`config.mk`:
```
export PLATFORM = sky130hd
export DESIGN_NAME = area_sequencer
export DESIGN_NICKNAME = d
export VERILOG_FILES = /design/src/rtl/area_sequencer_pkg.sv /design/src/rtl/area_sequencer_coord_accum.sv /design/src/rtl/area_sequencer.sv
export SDC_FILE = /design/constraint.sdc
export NUM_CORES = 1
export LEC_CHECK = 0
export CORE_MARGIN = 2
export CORE_UTILIZATION = 55
export DETAILED_ROUTE_END_ITERATION = 16
export PLACE_DENSITY_LB_ADDON = 0.1
export SLEW_MARGIN = 25
export SYNTH_ARGS = -nofsm -noshare
export SYNTH_HDL_FRONTEND = slang
export SYNTH_SLANG_ARGS = --single-unit
```
`constraint.sdc`:
```
create_clock -name clk -period 7.9 [get_ports clk]
set_input_delay 1.185 -clock clk [delete_from_list [all_inputs] [get_ports clk]]
set_output_delay 1.185 -clock clk [all_outputs]
set_load 0.01 [all_outputs]
```
`src/rtl/area_sequencer_pkg.sv`:
```
`default_nettype none
// +--------------------------------------------------------------------------+
// | area_sequencer_pkg                                                       |
// | Shared FSM encoding and 8.8 fixed-point format constants.                |
// | Revision: 1.0                                                            |
// +--------------------------------------------------------------------------+
package area_sequencer_pkg;

    localparam int FRAC_W = 8;
    localparam int INT_W  = 8;
    localparam int FIX_W  = INT_W + FRAC_W;

    localparam logic [FIX_W-1:0] FRAC_ONE = 16'd256;

    typedef enum logic [2:0] {
        S_IDLE  = 3'd0,
        S_ISSUE = 3'd1,
        S_WAIT  = 3'd2,
        S_OUT   = 3'd3,
        S_ADV   = 3'd4,
        S_DONE  = 3'd5
    } state_t;

endpackage
`default_nettype wire

```
`src/rtl/area_sequencer_coord_accum.sv`:
```
`default_nettype none
// +--------------------------------------------------------------------------+
// | coord_accum                                                              |
// | Raster x/y counters and 8.8 source-position accumulators.                |
// | Revision: 1.0                                                            |
// +--------------------------------------------------------------------------+
module coord_accum
    import area_sequencer_pkg::*;
#(
    parameter int DIM_W = 11
) (
    input  logic                   clk,
    input  logic                   reset,
    input  logic                   load,
    input  logic                   advance,
    input  logic [DIM_W-1:0]       dst_w,
    input  logic [DIM_W-1:0]       dst_h,
    input  logic [FIX_W-1:0]       step_x,
    input  logic [FIX_W-1:0]       step_y,
    output logic [DIM_W+FIX_W-1:0] acc_x,
    output logic [DIM_W+FIX_W-1:0] acc_y,
    output logic [DIM_W+FIX_W-1:0] acc_x_nxt,
    output logic [DIM_W+FIX_W-1:0] acc_y_nxt,
    output logic                   last_pixel
);

    localparam int ACC_W = DIM_W + FIX_W;

    logic [DIM_W-1:0] x_cnt, y_cnt, x_nxt, y_nxt;
    logic [DIM_W-1:0] width, height;
    logic [FIX_W-1:0] stp_x, stp_y;

    assign last_pixel = (x_cnt == width - DIM_W'(1)) && (y_cnt == height - DIM_W'(1));

    always_comb begin
        x_nxt     = x_cnt;
        y_nxt     = y_cnt;
        acc_x_nxt = acc_x;
        acc_y_nxt = acc_y;
        if (load) begin
            x_nxt     = '0;
            y_nxt     = '0;
            acc_x_nxt = '0;
            acc_y_nxt = '0;
        end else if (advance) begin
            if (x_cnt < width - DIM_W'(1)) begin
                x_nxt     = x_cnt + DIM_W'(1);
                acc_x_nxt = acc_x + ACC_W'(stp_x);
            end else begin
                x_nxt     = '0;
                acc_x_nxt = '0;
                y_nxt     = y_cnt + DIM_W'(1);
                acc_y_nxt = acc_y + ACC_W'(stp_y);
            end
        end
    end

    always_ff @(posedge clk or negedge reset) begin
        if (!reset) begin
            x_cnt  <= '0;
            y_cnt  <= '0;
            acc_x  <= '0;
            acc_y  <= '0;
            width  <= '0;
            height <= '0;
            stp_x  <= '0;
            stp_y  <= '0;
        end else begin
            x_cnt <= x_nxt;
            y_cnt <= y_nxt;
            acc_x <= acc_x_nxt;
            acc_y <= acc_y_nxt;
            if (load) begin
                width  <= dst_w;
                height <= dst_h;
                stp_x  <= step_x;
                stp_y  <= step_y;
            end
        end
    end

endmodule
`default_nettype wire

```
`src/rtl/area_sequencer.sv`:
```
`default_nettype none
// +--------------------------------------------------------------------------+
// | area_sequencer                                                           |
// | Walks a destination frame, requests areas and emits weight sets.         |
// | Revision: 1.0                                                            |
// +--------------------------------------------------------------------------+
module area_sequencer
    import area_sequencer_pkg::*;
#(
    parameter int MIN_WAIT = 2,
    parameter int DIM_W    = 11
) (
    input  logic             clk,
    input  logic             reset,
    input  logic             start,
    input  logic [DIM_W-1:0] dst_w,
    input  logic [DIM_W-1:0] dst_h,
    input  logic [15:0]      step_x,
    input  logic [15:0]      step_y,
    output logic [15:0]      top,
    output logic [15:0]      bottom,
    output logic [15:0]      left,
    output logic [15:0]      right,
    output logic             area_req,
    input  logic             area_rdy,
    input  logic [15:0]      a_mn,
    input  logic [15:0]      a_m1n,
    input  logic [15:0]      a_m1n1,
    input  logic [15:0]      a_mn1,
    output logic [15:0]      w_mn,
    output logic [15:0]      w_m1n,
    output logic [15:0]      w_m1n1,
    output logic [15:0]      w_mn1,
    output logic [DIM_W-1:0] src_x,
    output logic [DIM_W-1:0] src_y,
    output logic             w_valid,
    input  logic             w_ready,
    output logic             busy,
    output logic             done
);

    localparam int ACC_W  = DIM_W + FIX_W;
    localparam int WCNT_W = $clog2(MIN_WAIT + 1) + 1;

    state_t            state, state_nxt;
    logic [WCNT_W-1:0] wait_cnt;
    logic              wait_done;
    logic              load, advance, capture, load_frac, last_pixel;
    logic [ACC_W-1:0]  acc_x, acc_y, acc_x_nxt, acc_y_nxt;
    logic [FRAC_W-1:0] fx, fy;
    logic              unused_bits;

    coord_accum #(.DIM_W(DIM_W)) u_coord (
        .clk        (clk),
        .reset      (reset),
        .load       (load),
        .advance    (advance),
        .dst_w      (dst_w),
        .dst_h      (dst_h),
        .step_x     (step_x),
        .step_y     (step_y),
        .acc_x      (acc_x),
        .acc_y      (acc_y),
        .acc_x_nxt  (acc_x_nxt),
        .acc_y_nxt  (acc_y_nxt),
        .last_pixel (last_pixel)
    );

    // Fractions are taken from the next-cycle accumulator so they are valid in ISSUE.
    assign fx          = acc_x_nxt[FRAC_W-1:0];
    assign fy          = acc_y_nxt[FRAC_W-1:0];
    assign wait_done   = (wait_cnt >= WCNT_W'(MIN_WAIT));
    assign unused_bits = ^{acc_x[ACC_W-1:DIM_W+8], acc_x[7:0], acc_y[ACC_W-1:DIM_W+8],
                           acc_y[7:0], acc_x_nxt[ACC_W-1:FRAC_W], acc_y_nxt[ACC_W-1:FRAC_W]};

    assign area_req = (state == S_ISSUE);
    assign w_valid  = (state == S_OUT);
    assign busy     = (state != S_IDLE);
    assign done     = (state == S_DONE);

    always_comb begin
        state_nxt = state;
        load      = 1'b0;
        advance   = 1'b0;
        capture   = 1'b0;
        load_frac = 1'b0;
        case (state)
            S_IDLE: begin
                if (start) begin
                    load = 1'b1;
                    if (dst_w == '0 || dst_h == '0) begin
                        state_nxt = S_DONE;
                    end else begin
                        state_nxt = S_ISSUE;
                        load_frac = 1'b1;
                    end
                end
            end
            S_ISSUE: state_nxt = S_WAIT;
            S_WAIT: begin
                if (wait_done && area_rdy) begin
                    capture   = 1'b1;
                    state_nxt = S_OUT;
                end
            end
            S_OUT: begin
                if (w_ready) state_nxt = S_ADV;
            end
            S_ADV: begin
                advance = 1'b1;
                if (last_pixel) begin
                    state_nxt = S_DONE;
                end else begin
                    state_nxt = S_ISSUE;
                    load_frac = 1'b1;
                end
            end
            S_DONE:  state_nxt = S_IDLE;
            default: state_nxt = S_IDLE;
        endcase
    end

    always_ff @(posedge clk or negedge reset) begin
        if (!reset) begin
            state    <= S_IDLE;
            wait_cnt <= '0;
            top      <= '0;
            bottom   <= '0;
            left     <= '0;
            right    <= '0;
            w_mn     <= '0;
            w_m1n    <= '0;
            w_m1n1   <= '0;
            w_mn1    <= '0;
            src_x    <= '0;
            src_y    <= '0;
        end else begin
            state <= state_nxt;
            if (state != S_WAIT) begin
                wait_cnt <= '0;
            end else if (!wait_done) begin
                wait_cnt <= wait_cnt + WCNT_W'(1);
            end
            if (load_frac) begin
                top    <= {8'h00, fy};
                bottom <= FRAC_ONE - {8'h00, fy};
                left   <= {8'h00, fx};
                right  <= FRAC_ONE - {8'h00, fx};
            end
            if (capture) begin
                w_mn   <= a_mn;
                w_m1n  <= a_m1n;
                w_m1n1 <= a_m1n1;
                w_mn1  <= a_mn1;
                src_x  <= acc_x[DIM_W+7:8];
                src_y  <= acc_y[DIM_W+7:8];
            end
        end
    end

endmodule
`default_nettype wire

```
# Word-level counts from Yosys, hierarchy flattened
# Cells that the tools add are included.
# classes
mux	29
reduce_logical	10
addsub	9
eq_ne	13
order_cmp	2
# ops
op	n
2-to-1 mux 27 bit	6
2-to-1 mux 11 bit	6
adder 27 x 16 -> 27 bit	2
adder 11 x 1 -> 11 bit (second input constant)	2
equality test 11 bit	2
logical NOT 11 bit	2
subtractor 11 x 1 -> 11 bit (second input constant)	2
2-to-1 mux 3 bit	7
subtractor 9 x 8 -> 10 bit (first input constant)	2
case mux 3 bit (5 select lines)	1
less-than comparator 11 bit	1
2-to-1 mux 1 bit	8
equality test 3 x 2 -> 1 bit (second input constant)	2
equality test 3 bit (second input constant)	2
inequality test 2 bit (second input constant)	3
inequality test 2 x 1 -> 1 bit (second input constant)	2
adder 3 x 1 -> 3 bit (second input constant)	1
equality test 3 x 1 -> 1 bit (second input constant)	1
greater-or-equal comparator 3 x 2 -> 1 bit (second input constant)	1
logical NOT 3 bit	1
inequality test 3 x 2 -> 1 bit (second input constant)	1
AND reduction 3 bit	1
nonzero test 3 bit	1
logical AND 1 bit	2
4 further kinds	4
# totals
regBits	270
wordCells	85
out_inout_bits	154
in_bits	123

# Logic depth before layout (Yosys ltp)
# depth
word_depth	6
mapped_depth	18
mapped_depth_nobuf	17

# By module
# Synthesis repeated with hierarchy kept, for this count alone.
# hier_totals
hier_cells	1123
hier_area_um2	12819.8
# modules_own_cells
mod	cells_per_inst	area_each_um2	n_inst	seq_area_each_um2
coord_accum	758	7508.5	1	3253.1
area_sequencer	365	5311.3	1	3103.0

# Worst setup path after synthesis
# OpenSTA, ideal clock, no wires.
# synth_timing
kind	register to register
start	reg u_coord.width[0]
end	reg bottom[8]
setup_slack_ns	4.256
path_buffers	1
t_arrival_ns	3.517
path_stages_with_launch	19
cell_sequence	dfrtp_1 inv_1 ha_1 inv_1 nor4_1 xnor2_1 ha_1 a211oi_2 o21bai_1 a211oi_4 nand2b_1 buf_6 mux2_4 ha_1 inv_1 a311oi_2 nand4_1 nor3_1 mux2_1
# synth_between
elab_chain_len	6
word_cells_on_any_way	10
classes_between	2 x add/sub; 1 x order compare; 1 x eq/ne; 5 x mux; 1 x reduce/logical
# synth_rtl
item	line	text
start, declared	area_sequencer_coord_accum.sv:30	logic [DIM_W-1:0] width, height;
start signal, assigned	area_sequencer_coord_accum.sv:74	width <= dst_w;
subtractor 11 x 1 -> 11 bit *	area_sequencer_coord_accum.sv:33, area_sequencer_coord_accum.sv:46	
less-than comparator 11 bit	area_sequencer_coord_accum.sv:46	if (x_cnt < width - DIM_W'(1)) begin
2-to-1 mux 27 bit	area_sequencer_coord_accum.sv:46	
2-to-1 mux 27 bit	area_sequencer_coord_accum.sv:45	end else if (advance) begin
2-to-1 mux 27 bit	area_sequencer_coord_accum.sv:40	if (load) begin
subtractor 9 x 8 -> 10 bit	area_sequencer.sv:146	bottom <= FRAC_ONE - {8'h00, fy};
end signal, assigned	area_sequencer.sv:146	
end, declared	area_sequencer.sv:21	output logic [15:0] bottom,
# Mark *: on every way between the ends. The rest lies on a longest branch, timed or not. The select of a mux whose other input is x is not followed.
# A chain may end at the register's enable or synchronous reset.

# Worst setup path in the final report
# Ends and elaborated chain as after synthesis.

==> results.ini <==
[run_status]
status = finished, final reports clean

[die]
die_area_um2 = 23510
die_h_um = 153.3
rows = 54
ioPinCount = 277
die_w_um = 153.3
core_um2 = 21820
start_util_pct = 56.20

[cts]
cts_hold_buffers = 0
cts.clk_slew.worst_paths_ns = 0.06
clockBufferDepth = 3
cts_made_buffers = 27
insertion_delay_ns = 0.54
cts_resized = 0
cts_sinks = 238
post_cts_buffers = 0
cts_max_level = 1
cts_tree = yes
root_buffer = clkbuf_16

[flow_run]
cap_violations = 0

[power]
p_leak_uw = 0.007237
ir_worst_vdd_mv = 0.2394
total_power_uw = 6033
power.density_nw_per_um2 = 382.7

[layout]
stdcell_count = 1716
syn_to_final_growth_pct = 28.56
final_layout_size_suffix_gt1_share_pct = 13.72
diodes = 0
nets = 1591
fillers = 1610

[setup_path]
critPathMaxFanout = 16
worstPathCellList = inv_1 -> ha_1 -> inv_1 -> nor4_1 -> xnor2_1 -> ha_1 -> a211oi_2 -> o21bai_1 -> a211oi_4 -> nand2b_1 -> mux2_4 -> ha_1 -> inv_1 -> a311oi_2 -> nand4_1 -> nor3_1 -> mux2_1
slowest_delay_ns = 0.77
required_ns = 8.32
cp-start-kind = register
cp.buffers_inverters = 3
arrival_ns = 5.13
r2r_start = u_coord.width[0]$_DFFE_PN0P_
cp_top_family = simple AND/OR/NAND/NOR gates
rr_worst_depth = 17
rr_endpoint = bottom[8]$_DFFE_PN0P_
cp_slowest_cell = nand2b_1
crit_path_end_kind = register
reg2reg_slack_ns = 3.18
critPathKind = reg2reg

[min_path]
holdPathStages = 2
hp-class = reg2reg
hp-start = u_coord.stp_y[8]$_DFFE_PN0P_
hold_end = u_coord.stp_y[8]$_DFFE_PN0P_

[synth]
synth_top_area_cell = dfrtp_1
synth_top_family_by_area = simple AND/OR/NAND/NOR gates
synth_top_area_share_pct = 48.56
synth-simple-area-share_pct = 16.25
synth_compound_area_share_pct = 10.68
synth_flop_cell = dfrtp_1
syn_area_per_cell_um2 = 10.43
yosys-top-cells-area = dfrtp_1, mux2_2, nand2_1
synthAdderAreaFrac_pct = 5.529
synth-seq-area-share_pct = 48.56
ys_types = 84
synthMuxAreaShare_pct = 9.580
synth_warnings = 0
synth_area_um2 = 12260
synthArstFlopShare_pct = 100.0
ys_ff_latch = 238
synth_xor_area_share_pct = 4.642
netlist_instances = 1176
synth_edf_count = 0

[detailed_routing]
via_per_inst = 5.465
drtIter0Drc = 496
drtAntennaViolNets = 0
drt-pass1-iter-count = 5
drt-total-wl_um = 28670
vias = 9378
drc_errors = 0
wl_per_cell_um = 16.71

[timing]
finalCritPeriodShare_pct = 59.73
timing.setup.tns_ns = 0
finalMaxSlewViolations = 0
setup_ws_ns = 3.181
layout_min_cycle_time_ns = 4.719
setup_violations = 0
fmax_ghz = 0.2119
rsz0062_at_grt = false
hold_viol = 0
max-slew-margin-rel_pct = 36.79
clock_skew_ns = 0.02225
worst_pin_slew_ns = 0.9482

[global_route]
overflow = 0
grt_pass1_vias = 9280
track_usage_pct = 24.28
grt_max_degree = 105
grt_pass1_wl_um = 47630
antenna_found_initial = 0

[place]
post-place-ws_ns = 3.223
dp.cells = 1666
hpwl_um = 20390
io_buffers = 246
globalplace.congestion = 0.8934

==> cell families after synthesis <==
family | Yosys count
AOI/OAI and AO/OA | 184
xor gates and xnor gates | 65
adders and majority gates | 53
buffers and inverters | 104
DFF | 238
muxes | 102
other | 1
and+or+nand+nor | 429
==> worst min-delay path: cells and delay by family, from the launching register on <==
| family | cells | cell delay [ns] |
|---|---|---|
| DFF | 1 | 0.35 |
| and+or+nand+nor | 2 | 0.11 |
==> Yosys cell counts (all sizes together) (10+ instances only) <==
cell,n
o21ai,53
clkbuf,25
buf,49
nand3,17
or3,10
dfrtp,238
nand2,231
nor4,15
a31oi,14
ha,51
nor3,20
and3,14
a211oi,10
a21oi,50
nor2,63
xor2,28
mux2,99
nand4,11
inv,30
xnor2,37
==> metal layers <==
layer | part of all wire [%] | GRT usage (%)
met5 | 0 | 0
met4 | 1.4 | 4.586
met3 | 5.5 | 3.601
met1 | 47 | 35.80
met2 | 46 | 38.71
==> cell usage in the layout, fill, tap and decap left out, types with 15 or more instances in the layout <==
cell	count
nor3_1	20
dfrtp_1	238
a21oi_1	41
nand3_1	15
nor2_1	61
xnor2_1	37
clkdlybuf4s50_1	245
nand2_1	231
inv_1	30
clkbuf_16	27
ha_1	51
mux2_2	90
xor2_1	28
o21ai_0	49
conb_1	30
==> metrics by stage <==
stage	util, %	hold slack [ns]	cell area [um^2]
after floorplan	-	0.4497	12370
final	72.25	0.4847	15770
after global placement	67.84	0.4714	14800
after detailed placement	67.87	0.4715	14810
after CTS	72.23	0.4870	15760
after global routing	72.25	0.5029	15770
==> flip-flops by register name (all words and copies together), names as in the netlist, 16 cells and up <==
register / flops
u_coord.acc_x: 19
u_coord.acc_y: 19
u_coord.stp_x: 16
u_coord.stp_y: 16
w_m1n: 16
w_m1n1: 16
w_mn: 16
w_mn1: 16
==> how the worst max path moves through the flow <==
stage                                 startpoint                     to  depth (start not counted)
global route        u_coord.width[0]$_DFFE_PN0P_  bottom[8]$_DFFE_PN0P_                         17
floorplan           u_coord.width[0]$_DFFE_PN0P_  bottom[8]$_DFFE_PN0P_                         18
CTS                 u_coord.width[0]$_DFFE_PN0P_  bottom[8]$_DFFE_PN0P_                         17
global placement    u_coord.width[0]$_DFFE_PN0P_  bottom[8]$_DFFE_PN0P_                         17
finish              u_coord.width[0]$_DFFE_PN0P_  bottom[8]$_DFFE_PN0P_                         17
detailed placement  u_coord.width[0]$_DFFE_PN0P_  bottom[8]$_DFFE_PN0P_                         17
==> where the power goes <==
group          internal [uW]  switching (uW)  total, uW
Sequential              1700             355       2060
Clock                    815             503       1320
Combinational           1360            1290       2660
==> layout make-up <==
type | count | area [um^2] | share of cell area [%]
Tap cell | 280 | 350.3 | 2.222
Sequential cell | 238 | 5956 | 37.77
Inverter | 30 | 112.6 | 0.7142
Clock inverter | 13 | 177.7 | 1.127
Clock buffer | 37 | 773.2 | 4.904
Multi-Input combinational cell | 863 | 5858 | 37.16
Timing Repair Buffer | 255 | 2539 | 16.10
(Power assumes the default switching activity.)
